===== src/rtl/param_digital_clock.sv =====
// param_digital_clock: prescaled h:m:s timekeeper with 12/24 h display, validated load and strobes.
// Optional alarm via `DIGITAL_CLOCK_ALARM_EN.
module param_digital_clock #(
  parameter int TICK_DIV = 1,
  parameter int PW = $clog2(TICK_DIV) + 1
) (
  input  logic       clk,
  input  logic       rst,
  input  logic       en,
  input  logic       mode_12h,
  input  logic       ld,
  input  logic [4:0] ld_h,
  input  logic [5:0] ld_m,
  input  logic [5:0] ld_s,
`ifdef DIGITAL_CLOCK_ALARM_EN
  input  logic       al_on,
  input  logic [4:0] al_h,
  input  logic [5:0] al_m,
  input  logic       al_ack,
  output logic       alarm,
`endif
  output logic [5:0] s,
  output logic [5:0] m,
  output logic [4:0] h,
  output logic       pm,
  output logic       sec_tick,
  output logic       day_wrap,
  output logic       ld_err
);
  logic [PW-1:0] cnt;
  logic [4:0] hr, hr_n;
  logic [5:0] s_n, m_n;
  logic tick, ld_ok, ld_go, s_wrap, m_wrap;
  assign tick = en && cnt == PW'(TICK_DIV - 1);
  assign ld_ok = ld_h <= 5'd23 && ld_m <= 6'd59 && ld_s <= 6'd59;
  assign ld_go = ld && ld_ok;
  assign s_wrap = s == 6'd59;
  assign m_wrap = m == 6'd59;
  assign s_n = s_wrap ? 6'd0 : s + 6'd1;
  assign m_n = s_wrap ? (m_wrap ? 6'd0 : m + 6'd1) : m;
  assign hr_n = (s_wrap && m_wrap) ? (hr == 5'd23 ? 5'd0 : hr + 5'd1) : hr;
  assign h = mode_12h ? (hr == 5'd0 ? 5'd12 : hr > 5'd12 ? hr - 5'd12 : hr) : hr;
  assign pm = hr >= 5'd12;
  // A valid load overrides a coincident tick; an invalid one lets it through.
  always_ff @(posedge clk or negedge rst)
    if (!rst) begin
      cnt <= '0;
      s <= '0;
      m <= '0;
      hr <= '0;
      sec_tick <= 1'b0;
      day_wrap <= 1'b0;
      ld_err <= 1'b0;
    end else begin
      sec_tick <= tick && !ld_go;
      day_wrap <= tick && !ld_go && s_wrap && m_wrap && hr == 5'd23;
      ld_err <= ld && !ld_ok;
      if (ld_go) begin
        cnt <= '0;
        s <= ld_s;
        m <= ld_m;
        hr <= ld_h;
      end else if (en) begin
        cnt <= tick ? '0 : cnt + 1'b1;
        if (tick) begin
          s <= s_n;
          m <= m_n;
          hr <= hr_n;
        end
      end
    end
`ifdef DIGITAL_CLOCK_ALARM_EN
  logic al_set;
  assign al_set = al_on && (ld_go ? (ld_h == al_h && ld_m == al_m && ld_s == 6'd0)
                                  : (tick && s_n == 6'd0 && m_n == al_m && hr_n == al_h));
  always_ff @(posedge clk or negedge rst)
    if (!rst) alarm <= 1'b0;
    else alarm <= (al_ack || !al_on) ? 1'b0 : (alarm || al_set);
`endif
endmodule


===== config.mk =====
export PLATFORM = sky130hd
export DESIGN_NAME = param_digital_clock
export DESIGN_NICKNAME = d
export VERILOG_FILES = /design/src/rtl/param_digital_clock.sv
export SDC_FILE = /design/constraint.sdc
export NUM_CORES = 1
export LEC_CHECK = 0
export ABC_AREA = 1
export BUFFER_PORTS_ARGS = -buffer_cell sky130_fd_sc_hd__clkbuf_2
export CORE_MARGIN = 2
export CORE_UTILIZATION = 30
export DETAILED_ROUTE_END_ITERATION = 6
export SLEW_MARGIN = 20
export SYNTH_ARGS = -nofsm -noshare
export SYNTH_HDL_FRONTEND = slang
export SYNTH_SLANG_ARGS = --single-unit

===== constraint.sdc =====
create_clock -name clk -period 2 [get_ports clk]
set_input_delay 0.1 -clock clk [delete_from_list [all_inputs] [get_ports clk]]
set_output_delay 0.1 -clock clk [all_outputs]
set_load 0.02 [all_outputs]

# Word level (Yosys, flattened, before mapping)
# Cells that the tools add are included.
[word_totals]
output_inout_bits = 21
register_bits = 21
elab_cells = 61
in_bits = 22
[op_classes]
n_bitwise = 1
reduce_logical = 20
magnitude_cmp = 5
n_mux = 20
add_sub_neg = 5
eq_ne = 3
[ops]
columns = ["operator", "count"]
rows = [
  ["2-to-1 mux 6 bit", 9],
  ["2-to-1 mux 5 bit", 8],
  ["adder 6 x 1 -> 6 bit (second input constant)", 2],
  ["== test 6 bit (second input constant)", 2],
  ["<= comparator 6 bit (second input constant)", 2],
  ["logical AND 1 bit", 10],
  ["nonzero test 2 bit", 4],
  ["AND reduction 3 bit", 2],
  ["adder 5 x 1 -> 5 bit (second input constant)", 1],
  ["== test 5 bit (second input constant)", 1],
  ["greater-or-equal comparator 5 x 4 -> 1 bit (second input constant)", 1],
  ["greater-than comparator 5 x 4 -> 1 bit (second input constant)", 1],
  ["<= comparator 5 bit (second input constant)", 1],
  ["logical NOT 5 bit", 1],
  ["subtractor 5 x 4 -> 5 bit (second input constant)", 1],
  ["2-to-1 mux 1 bit", 3],
  ["logical NOT 1 bit", 2],
  ["AND reduction 2 bit", 1],
  ["adder 1 bit (second input constant)", 1],
  ["NOT 1 bit", 1],
]

# Longest topological paths before layout
[logic_depth]
ltp_word = 9
depth_mapped = 9
depth_no_buf = 8

# Least setup slack after synthesis
# No wires, ideal clock.
[synth_timing]
kind = "register to register"
startpoint = "register s[0]"
endpoint = "register m[2]"
arrival_ps = 1373
required_ps = 1875
n_path_buf = 0
stages_incl_launch_ff = 9
synth_period_minus_slack_ps = 1498
path_slack_ps = 502
setup_time_ps = 125
cell_sequence = "dfrtp_1 ha_1 nand3_1 nor2_4 nand2_2 nand2_4 inv_2 nand2_1 nand3_1"
[synth_between]
elab_chain_len = 3
[synth_rtl]
columns = ["element", "line", "rtl"]
rows = [
  ["start, declared", "22", "output logic [5:0] s,"],
  ["start signal, assigned", "60", "s <= ld_s;"],
  ["start signal, assigned", "66", "s <= s_n;"],
  ["== test 6 bit", "37", "assign s_wrap = s == 6'd59;"],
  ["nonzero test 2 bit (no source line)", "n/a", ""],
  ["AND reduction 3 bit (no source line)", "n/a", ""],
  ["end signal, assigned", "61", "m <= ld_m;"],
  ["end signal, assigned", "67", "m <= m_n;"],
  ["end, declared", "23", "output logic [5:0] m,"],
]
# No other way between the ends.
# A chain may end at the register's enable or synchronous reset.

# Worst setup path after layout
[layout_timing]
startpoint = "register hr[2]"
endpoint = "output port h[3]"
[layout_between]
elab_chain_len = 4
elab_cells_between_ends = 6
classes_between = "add/sub: 1; order compare: 1; mux: 3; reduce/logical: 1"
[layout_rtl]
columns = ["element", "line", "rtl"]
rows = [
  ["start, declared", "31", "logic [4:0] hr, hr_n;"],
  ["start signal, assigned", "62", "hr <= ld_h;"],
  ["start signal, assigned", "68", "hr <= hr_n;"],
  ["subtractor 5 x 4 -> 5 bit / greater-than comparator 5 x 4 -> 1 bit (equally long branches)", "42", "assign h = mode_12h ? (hr == 5'd0 ? 5'd12 : hr > 5'd12 ? hr - 5'd12 : hr) : hr;"],
  ["2-to-1 mux 5 bit", "42", ""],
  ["2-to-1 mux 5 bit (*) (2 in a row)", "42", ""],
  ["end, declared", "24", "output logic [4:0] h,"],
]
# Every way passes the cells marked *; elsewhere a longest branch is shown, timed or not.

==> results.cfg <==
[setup_path]
critical_path_class = reg -> out
cp_top_family = flip-flops
worstSetupEndpointType = output pin
cp_cell_sequence = ha_1, nand3_1, nand2_1, nor2_1, a21oi_1, o21ai_0, clkbuf_2
worst-path-max-fanout = 7
crit_buf_inv = 1
slowest_stage = dfrtp_1
arrival_ps = 1700
start_kind = register
crit_path_max_incr_delay_ps = 480
crit_required_ps = 1900

[clock_network]
clk_pin_slew_ps = 90
cts_resized = 0
clock-root-buffer = clkbuf_8
clockBufferDepth = 2
cts_tree = done
clock_sinks = 21
cts_buffers = 3
htree_num_levels = 1
clk_latency_ps = 270

[place]
io_buffers = 42
dp.final_hpwl_microns = 3075
routabilityCongestion = 0.8342

[logic_synthesis]
synth_top_family_by_area = simple AND/OR/NAND/NOR gates
synth_area_sq_um = 1665
synth_fp_nets = 261
synth-seq-cells = 21
synth_compound_area_share_pct = 3.681
synthSimpleGateAreaFrac_pct = 44.93
synth_xor_area_share_pct = 3.156
synth_fa_ha_area_share_pct = 5.259
synth_warnings = 0
synthMuxAreaShare_pct = 0
ys_types = 27
syn_avg_cell_area_sq_um = 7.178
syn_inst = 232
yosysSeqAreaShare_pct = 31.56

[floorplanning]
coreArea_sq_um = 5439
die_w_microns = 78.51
die-area_sq_um = 6163
io-pin-count = 43
start_util_pct = 30.62
chipHeight_microns = 78.51
rows = 27

[cells_and_area]
n_antenna_cell = 0
drive_gt1_share_pct = 23.64
syn_to_final_growth_pct = 18.93
fin_util_pct = 36.42
final_nets = 305

[drt]
drt_iter0_drc = 71
wl_per_cell_microns = 11.32
viasPerCell = 4.637
drtPass1Iterations = 4
drc_errors = 0
drt_wl_total_microns = 3927
antenna_left = 0
vias = 1609

[pwr]
netSwitchingFraction_pct = 44.89
peakVddDrop_v = 0.0003345
power_frac_comb_pct = 44.7
power.switching_mw = 0.7479
leakage_nw = 1.088
p_clk_share_pct = 18.0
internal_power_mw = 0.9180
p_per_area_nw_per_um2 = 841.1
seq_power_share_pct = 37.3
p_total_mw = 1.666

[sta]
max_freq_ghz = 0.5570
finalCritPeriodShare_pct = 89.76
skew_ps = 4.435
post-route-min-period_ps = 1795
finalSetupViolations = 0
rsz0062_at_grt = no
final-hold-violation-count = 0
slew_violations = 0
hold_ws_ps = 54.13
setup-tns-final_ps = 0
worst_pin_slew_ps = 545.5
relSlewSlack_pct = 63.63

[global_route]
overflow = 0
grt_max_degree = 22
antenna_found_initial = 0
grt_pass1_wl_microns = 6727
grt_pass1_vias = 1495
grtUsageTotal_pct = 13.16

[run_status]
status = complete, no violations

[worst_hold_path]
hp-class = in -> reg

[flow_run]
cap_violations = 0
-- worst reg2reg max path, delay by kind of cell, from the launching register on --
kind | cells | cell delay [ps]
adder cells (fa/ha/maj) | 1 | 240
buffers and inverters | 1 | 80
flip-flops | 1 | 440
AND/OR/NAND/NOR | 6 | 680
-- sequential cells by signal, summed over array words and instances (netlist names) --
signal,cells
ld_err,1
m,6
cnt,1
day_wrap,1
sec_tick,1
hr,5
s,6
-- per-layer routing --
layer	wire length, microns	vias to the layer above	share of wire [%]	track usage, %
met4	73	0	1.9	3.684
met1	1935	719	49	18.63
met5	0	-	0	0
met2	1782	39	45	21.28
met3	135	9	3.4	1.264
li1	-	842	-	-
-- power groups by stage --
| stage | logic [mW] | registers [mW] | clock network [mW] |
|---|---|---|---|
| 2_1_floorplan | 0.482 | 0.675 | 0 |
| 3_3_place_gp | 0.743 | 0.629 | 0 |
| 3_5_place_dp | 0.749 | 0.631 | 0 |
| 4_1_cts | 0.754 | 0.622 | 0.305 |
| 5_1_grt | 0.842 | 0.636 | 0.322 |
| 6_report | 0.744 | 0.622 | 0.300 |
-- worst paths after layout --
check	startpoint	to	slack (ps)	cells after the start
min reg2reg	hr[4]	hr[4]	550	2
max	hr[2]	h[3]	200	7
max in group asynchronous	rst	hr[4]	1300	2
min in group asynchronous	rst	hr[1]	340	2
min	ld_s[1]	s[1]	50	3
max reg2reg	s[0]	m[2]	450	8
-- per-stage QoR --
stage | cells | cell area [sq um] | worst slack [ps]
2_1_floorplan | 232 | 1665 | 502.2
3_3_place_gp | 342 | 1922 | 463.6
3_5_place_dp | 342 | 1922 | 438.4
4_1_cts | 347 | 1981 | 199.9
5_1_grt | 347 | 1981 | 64.56
6_report | 347 | 1981 | 204.7
-- cells in the mapped netlist, drive strengths merged --
cell type / count / area, sq um
nand2: 67 / 274.0
nand3: 45 / 250.2
inv: 35 / 131.4
dfrtp: 21 / 525.5
nor2: 16 / 85.08
nand4: 15 / 108.9
ha: 7 / 87.58
o21ai: 6 / 33.78
buf: 5 / 46.29
a21oi: 4 / 20.02
xnor2: 3 / 26.28
xor2: 3 / 26.28
a21boi: 1 / 7.510
dlymetal6s2s: 1 / 12.51
nand3b: 1 / 7.510
nor3: 1 / 16.27
or2: 1 / 6.260
-- repair_timing --
item / 4_1_cts / 5_1_grt
buffers inserted: 0 / 0
hold endpoints to repair: 21 / 0
hold buffers: 1 / 0
-- layout by cell type (no fill, tap or decap), types with 4 or more instances in the layout --
| cell type | count |
|---|---|
| nor2_1 | 12 |
| clkbuf_2 | 42 |
| inv_1 | 32 |
| o21ai_0 | 5 |
| dfrtp_1 | 21 |
| ha_1 | 7 |
| nand2_1 | 62 |
| a21oi_1 | 4 |
| nand3_1 | 43 |
| nand4_1 | 14 |
-- area by class of cell --
class                   instances  area [sq um]
multi-input cells             170         949.7
repair buffers                 45         235.2
well taps                      72         90.09
clock buffers                   3         41.29
flip-flops and latches         21         525.5
inverters                      35         131.4
fillers                       595          3458
clock inverters                 1         7.507
-- logic make-up (layout without fill, tap and decap cells) --
| logic type | after synthesis | in the layout |
|---|---|---|
| AO/OA/AOI/OAI | 11 | 11 |
| XOR/XNOR | 6 | 6 |
| adder cells (fa/ha/maj) | 7 | 7 |
| buffers and inverters | 41 | 84 |
| flip-flops | 21 | 21 |
| AND/OR/NAND/NOR | 146 | 146 |
(Power assumes the default switching activity.)
